--- config.mk ---
export PLATFORM = sky130hd
export DESIGN_NAME = seg7_scan_driver
export DESIGN_NICKNAME = d
export VERILOG_FILES = /design/src/rtl/seg7_scan_driver.sv
export SDC_FILE = /design/constraint.sdc
export NUM_CORES = 1
export LEC_CHECK = 0
export BUFFER_PORTS_ARGS = -buffer_cell sky130_fd_sc_hd__buf_2
export CAP_MARGIN = 10
export CORE_MARGIN = 5
export CORE_UTILIZATION = 61
export DETAILED_ROUTE_END_ITERATION = 7
export MAX_ROUTING_LAYER = met4
export PLACE_DENSITY = 0.85
export SLEW_MARGIN = 20
export SYNTH_ARGS = -nofsm -noshare
export SYNTH_HDL_FRONTEND = slang
export SYNTH_SLANG_ARGS = --single-unit
--- constraint.sdc ---
create_clock -name clk -period 4.6 [get_ports clk]
set_clock_uncertainty 0.05 [all_clocks]
set_input_delay 0.69 -clock clk [delete_from_list [all_inputs] [get_ports clk]]
set_output_delay 0.69 -clock clk [all_outputs]
set_load 0.02 [all_outputs]
--- src/rtl/seg7_scan_driver.sv ---
// seg7_scan_driver
// ----------------
// Time-multiplexed driver for a four-digit common-anode seven-segment display.
// Four BCD digits plus the blanking / decimal-point / blink controls are
// captured once per scan frame, so a frame is never torn by inputs that change
// while it is being shown. Every output is registered, and each digit slot
// starts with one dead cycle (all anodes off) to suppress ghosting.
//
// Parameters
//   REFRESH_DIV  clock cycles per digit slot (>= 2)
//   BLINK_DIV    digit slots per blink half-period (>= 1)
//
// Ports
//   clk         system clock
//   rst         synchronous, active-high reset
//   digit3..0   BCD digits, digit3 leftmost, digit0 rightmost
//   blank_lead  enable leading-zero blanking
//   dp_mask     bit i lights the decimal point of digit i
//   blink_en    bit i makes digit i blink
//   an          anode enables, active-low, bit i = digit i
//   seg         cathodes, active-low, {g,f,e,d,c,b,a}
//   dp          decimal-point cathode, active-low
module seg7_scan_driver #(
  parameter int REFRESH_DIV = 100000,
  parameter int BLINK_DIV   = 250
) (
  input  logic       clk,
  input  logic       rst,
  input  logic [3:0] digit3,
  input  logic [3:0] digit2,
  input  logic [3:0] digit1,
  input  logic [3:0] digit0,
  input  logic       blank_lead,
  input  logic [3:0] dp_mask,
  input  logic [3:0] blink_en,
  output logic [3:0] an,
  output logic [6:0] seg,
  output logic       dp
);

  localparam int PW = $clog2(REFRESH_DIV);
  localparam int BW = (BLINK_DIV > 1) ? $clog2(BLINK_DIV) : 1;
  localparam logic [PW-1:0] PRESC_LAST = PW'(REFRESH_DIV - 1);
  localparam logic [BW-1:0] BLINK_LAST = BW'(BLINK_DIV - 1);

  localparam logic [3:0] AN_OFF  = 4'b1111;
  localparam logic [6:0] SEG_OFF = 7'h7F;

  // Scan timing
  logic [PW-1:0] presc_q, presc_d;
  logic [1:0]    idx_q, idx_d;
  logic [BW-1:0] bcnt_q, bcnt_d;
  logic          phase_q, phase_d;

  // Frame holding registers
  logic [3:0][3:0] hdig_q, hdig_d;
  logic            hbl_q, hbl_d;
  logic [3:0]      hdp_q, hdp_d;
  logic [3:0]      hblk_q, hblk_d;

  // Registered outputs
  logic [3:0] an_q, an_d;
  logic [6:0] seg_q, seg_d;
  logic       dp_q, dp_d;

  logic       tick;
  logic       frame_latch;
  logic       blink_wrap;
  logic [3:0] lead_zero;
  logic [3:0] digit_blank;

  function automatic logic [6:0] bcd_to_seg(input logic [3:0] v);
    case (v)
      4'd0:    return 7'h40;
      4'd1:    return 7'h79;
      4'd2:    return 7'h24;
      4'd3:    return 7'h30;
      4'd4:    return 7'h19;
      4'd5:    return 7'h12;
      4'd6:    return 7'h02;
      4'd7:    return 7'h78;
      4'd8:    return 7'h00;
      4'd9:    return 7'h10;
      default: return 7'h3F;  // invalid BCD shows a dash
    endcase
  endfunction

  assign tick        = (presc_q == PRESC_LAST);
  assign frame_latch = tick && (idx_q == 2'd3);
  assign blink_wrap  = tick && (bcnt_q == BLINK_LAST);

  // A digit is a leading zero only if it and every digit to its left are 0.
  // Any non-zero value (including invalid >9) stops the chain. Digit 0 is
  // always shown.
  assign lead_zero[3] = hbl_q && (hdig_q[3] == 4'd0);
  assign lead_zero[2] = lead_zero[3] && (hdig_q[2] == 4'd0);
  assign lead_zero[1] = lead_zero[2] && (hdig_q[1] == 4'd0);
  assign lead_zero[0] = 1'b0;

  assign digit_blank = lead_zero | (hblk_q & {4{phase_q}});

  always_comb begin
    presc_d = tick ? '0 : presc_q + 1'b1;
    idx_d   = tick ? idx_q + 2'd1 : idx_q;

    bcnt_d  = bcnt_q;
    if (tick) bcnt_d = blink_wrap ? '0 : bcnt_q + 1'b1;
    phase_d = phase_q ^ blink_wrap;

    hdig_d = hdig_q;
    hbl_d  = hbl_q;
    hdp_d  = hdp_q;
    hblk_d = hblk_q;
    if (frame_latch) begin
      hdig_d = {digit3, digit2, digit1, digit0};
      hbl_d  = blank_lead;
      hdp_d  = dp_mask;
      hblk_d = blink_en;
    end

    // Default is the dark pattern: used for the dead cycle at each tick and
    // for blanked slots. Otherwise show the slot selected by the current
    // index; the tick edge has already moved the index to the new slot.
    an_d  = AN_OFF;
    seg_d = SEG_OFF;
    dp_d  = 1'b1;
    if (!tick && !digit_blank[idx_q]) begin
      an_d  = ~(4'b0001 << idx_q);
      seg_d = bcd_to_seg(hdig_q[idx_q]);
      dp_d  = ~hdp_q[idx_q];
    end
  end

  always_ff @(posedge clk) begin
    if (rst) begin
      presc_q <= '0;
      idx_q   <= 2'd0;
      bcnt_q  <= '0;
      phase_q <= 1'b0;
      hdig_q  <= '0;
      hbl_q   <= 1'b0;
      hdp_q   <= 4'd0;
      hblk_q  <= 4'd0;
      an_q    <= AN_OFF;
      seg_q   <= SEG_OFF;
      dp_q    <= 1'b1;
    end else begin
      presc_q <= presc_d;
      idx_q   <= idx_d;
      bcnt_q  <= bcnt_d;
      phase_q <= phase_d;
      hdig_q  <= hdig_d;
      hbl_q   <= hbl_d;
      hdp_q   <= hdp_d;
      hblk_q  <= hblk_d;
      an_q    <= an_d;
      seg_q   <= seg_d;
      dp_q    <= dp_d;
    end
  end

  assign an  = an_q;
  assign seg = seg_q;
  assign dp  = dp_q;

endmodule

=== Yosys cells after proc, flatten, opt, wreduce, memory -nomap -nowiden ===
Memory sizes are Yosys's and may differ from the RTL's. A register that Yosys moved wholly into a read port is not among the register bits.
Index checks and enable logic that the tools add are counted.

* Register bits: 58
* ROM bits: 112
* Output and inout port bits: 12
* Logic and storage cells: 48
* Memories kept: 1

{| class="wikitable"
|+ Memory list
! name !! words !! width !! read ports !! clocked after Yosys merged registers in !! wr ports !! RTL line !! text
|-
| (name not given) || 16 || 7 || 1 || 1 || 0 || 73 || <nowiki>case (v)</nowiki>
|}

* $add $sub $neg: 3
* Magnitude comparators: 1
* Equal/unequal tests: 3
* Shifts and indexed selects: 1
* Mux-type cells: 7
* Bitwise operators: 6
* Reduce and logical (&&, ||, !) cells: 13

{| class="wikitable"
|+ Operators by type and width
! operator !! number
|-
| 17-bit by 1-bit adder with 17-bit output (second input constant) || 1
|-
| 17-bit == test (second input constant) || 1
|-
| 4-bit logical NOT || 3
|-
| 8-bit by 1-bit adder with 8-bit output (second input constant) || 1
|-
| 4-bit binary-select mux with 2-bit select || 1
|-
| 8-bit == test (second input constant) || 1
|-
| 8-bit two-way mux || 1
|-
| 1-bit logical AND || 6
|-
| 4-bit AND || 1
|-
| 1-bit binary-select mux with 2-bit select || 2
|-
| 4-bit two-way mux || 1
|-
| 4-bit inverter || 1
|-
| 4-bit OR || 1
|-
| 2-bit OR reduction || 2
|-
| 1-bit by 2-bit << shifter with 4-bit output (first input constant) || 1
|-
| 2-bit by 3-bit < comparator with 1-bit output (second input constant) || 1
|-
| 2-bit by 1-bit adder with 2-bit output (second input constant) || 1
|-
| 2-bit == test (second input constant) || 1
|-
| 1-bit logical NOT || 2
|-
| 1-bit two-way mux || 2
|-
| 1-bit inverter || 2
|-
| 1-bit bitwise XOR || 1
|}

=== Longest topological paths before layout ===
* Depth after elaboration: 11
* Gate-level depth with buffers: 8
* Gate-level depth less buffers: 7

=== Worst setup path before layout ===
Ideal clock, no wire load.

* Path kind: register to register
* From: register idx_q[0]
* To: register seg_q[4] (netlist: seg[4])
* Library setup time: 137 ps
* Arrival: 1905 ps
* Data required time: 4413 ps
* Path slack: 2507 ps
* Stages on the path, launching flop included: 9
* Path buffers: 1
* Path through: dfxtp_1 buf_2 mux4_2 inv_1 ha_1 inv_1 mux2_2 o21ai_0 nand3_1

* Cells in the longest elaborated chain, start to end: 6

{| class="wikitable"
|+ RTL lines
! what !! RTL line !! text
|-
| start: declaration || 51 || <nowiki>logic [1:0] idx_q, idx_d;</nowiki>
|-
| start signal: assignment || 149 || <nowiki>idx_q <= idx_d;</nowiki>
|-
| 1-bit binary-select mux with 2-bit select || 127 || <nowiki>if (!tick && !digit_blank[idx_q]) begin</nowiki>
|-
| 1-bit two-way mux (implied by the code) || 127 ||
|-
| 1-bit logical NOT || 127 ||
|-
| 1-bit logical AND || 127 ||
|-
| 1-bit inverter (no line) || - ||
|-
| 2-bit OR reduction (no line) || - ||
|-
| end: declaration || 63 || <nowiki>logic [6:0] seg_q, seg_d;</nowiki>
|}

Several ways; a longest one is shown, not always the timed one. The select of a mux whose other input is x is not followed.
A chain may end at the register's enable or synchronous reset.

=== Worst setup path in the final report ===
* From: register idx_q[0]
* To: register hdig_q[7] (netlist bit)

* Cells in the longest elaborated chain, start to end: 2

{| class="wikitable"
|+ RTL lines
! what !! RTL line !! text
|-
| 2-bit == test || 89 || <nowiki>assign frame_latch = tick && (idx_q == 2'd3);</nowiki>
|-
| 1-bit logical AND || 89 ||
|-
| end signal: assignment || 152 || <nowiki>hdig_q <= hdig_d;</nowiki>
|-
| end: declaration || 56 || <nowiki>logic [3:0][3:0] hdig_q, hdig_d;</nowiki>
|}

Every way passes these cells.

==> out/metrics.yaml <==
outcome: "finished, final reports clean"
maxSlewHeadroom: 0.359
drive_gt1_frac: 0.181
final_cell_mix: "65 x dfxtp_1, 40 x a21oi_1, 38 x buf_2"
total_power_w: 0.00108
fin_crit_ps: 2930
setup_viol: 0
worstPathRequired_ps: 4740
cts_made_buffers: 9
setup_tns_ps: 0
synth-simple-area-share: 0.212
core_mm2: 0.00475
cts_tree: "done"
cp_max_fo: 27
rsz0062_at_grt: "false"
drcViolationCount: 0
htreeDepth: 3
rows: 25
vias: 2648
path_clk_slew_ps: 70
syn_inst: 340
die_x_um: 80.3
hpwl_mm: 4.23
fin_hold_ws_ps: 402
grt_pass1_wl_mm: 11.1
fin_ws_ps: 1670
synth_area_per_cell_um2: 8.88
peakVddDrop_mv: 0.216
dr.pass1.iters: 4
drv_cap: 0
gp_congestion: 0.839
antenna_found_initial: 0
postRouteAntennaNets: 0
synth_top_family_by_area: "simple AND/OR/NAND/NOR gates"
ioPinCount: 39
antenna_cells: 0
cts_buffer_depth: 2
die_y_um: 80.3
cts-root-buf: "clkbuf_8"
synthAdderAreaFrac: 0.0498
overflow: 0
hold_path_class: "reg -> reg"
insertion_delay_ps: 340
portBuffers: 38
critPathCaptureType: "register"
synth_area_mm2: 0.00302
grt_max_degree: 40
post-route-period-util: 0.637
synth.distinct_cells: 45
grt_use_total: 0.228
wl_mm: 6.61
yosys_warnings: 0
synthArstFlopShare: 0
synth_enable_flop_cells: 0
powerDensity_mw_per_mm2: 319
utilization: 0.715
areaGrowthSynthToFinish_pct: 12.7
hold_buffers: 0
arrival_ps: 3070
wl_per_cell_um: 15.1
viasPerCell: 6.05
dp_slack_ps: 1830
tightest_slew_ps: 962
start_util: 0.635
post-cts-setup-buffers: 0
synth.area.mux_share: 0.0551
yosysTopAreaCellShare: 0.431
leakage_nw: 1.20
post_cts_resized: 0
synth_xor_area_frac: 0.0290
grt_pass1_vias: 2435
start_kind: "register"
synth_top_area_cell: "dfxtp_1"
dieArea_mm2: 0.00645
ys_ff_latch: 65
synth_fp_nets: 379
hold_viol_final: 0
clock_sinks: 65
slew_viol_final: 0
nets: 406
final_common_cell: "dfxtp_1"
synth-seq-area-share: 0.431
synth_compound_area_frac: 0.174
synth_top_flop_cell: "dfxtp_1"
fmaxAchievable_mhz: 341
drtIter0Drc: 182
synth_area_leaders: "dfxtp_1 43%, a21oi_1 6.6%, nand3_1 6.1%"
path_class: "reg -> reg"
power by group:
part	internal, W	switching, W	leakage, nW
Sequential	0.000568	0.00000232	0.527
Combinational	0.0000142	0.0000202	0.569
Clock	0.000275	0.000205	0.102
cell usage after synthesis (6+ instances only):
cell and n:
ha_1 12, o21ai_0 33, nand3_1 37, xnor2_1 7, buf_2 7, inv_1 14
or3_1 6, a21oi_1 40, nor2_1 15, dfxtp_1 65, nand2_1 14, nor4_1 8
clkbuf_1 14
critical path, cell delays in order (launching register included):
cell	delay (ps)
dfxtp_1	730
ha_1	900
inv_1	580
o21ai_0	400
a21oi_1	120
registers in the layout, summed over array words and instances (netlist names):
| signal | flops |
|---|---|
| phase_q | 1 |
| hdp_q | 4 |
| dp | 1 |
| an | 4 |
| hblk_q | 4 |
| bcnt_q | 8 |
| hdig_q | 16 |
| hbl_q | 1 |
| seg | 7 |
| idx_q | 2 |
| presc_q | 17 |
metal layers:
metal  wire (um)  track usage  up-vias  share of wire
li1            -            -     1299              -
met1        2980        0.286     1218           0.45
met2        2990        0.346      109           0.45
met3         493       0.0583       22          0.075
met4         142        0.103        0          0.021
met5           0            -        -              0
stage by stage:
step | std cells | area (um2)
finish | 438 | 3400
global route | 438 | 3400
CTS | 438 | 3400
detailed placement | 423 | 3200
global placement | 423 | 3200
floorplan | 340 | 3020
final timing paths:
kind | slack (ps) | start | end | cells after the start
max | 1670 | idx_q[0] | hdig_q[7] | 4
min | 400 | presc_q[0] | presc_q[0] | 1
max reg2reg | 1670 | idx_q[0] | hdig_q[7] | 4
min reg2reg | 400 | presc_q[0] | presc_q[0] | 1
kinds of logic after synthesis:
kind of cell,count (synthesis)
AO/OA/AOI/OAI,93
XOR/XNOR,10
adder cells (fa/ha/maj),12
buffers and inverters,37
flip-flops,65
multiplexers,10
AND/OR/NAND/NOR,113
cell type report:
| cell class | instances | area [um2] |
|---|---|---|
| timing repair buffer | 39 | 198 |
| tap | 67 | 83.8 |
| clock inverter | 3 | 40.0 |
| clock buffer | 12 | 155 |
| sequential | 65 | 1300 |
| inverter | 14 | 52.6 |
| fill | 381 | 1350 |
| multi-input combinational | 238 | 1570 |
(Power assumes the default switching activity.)
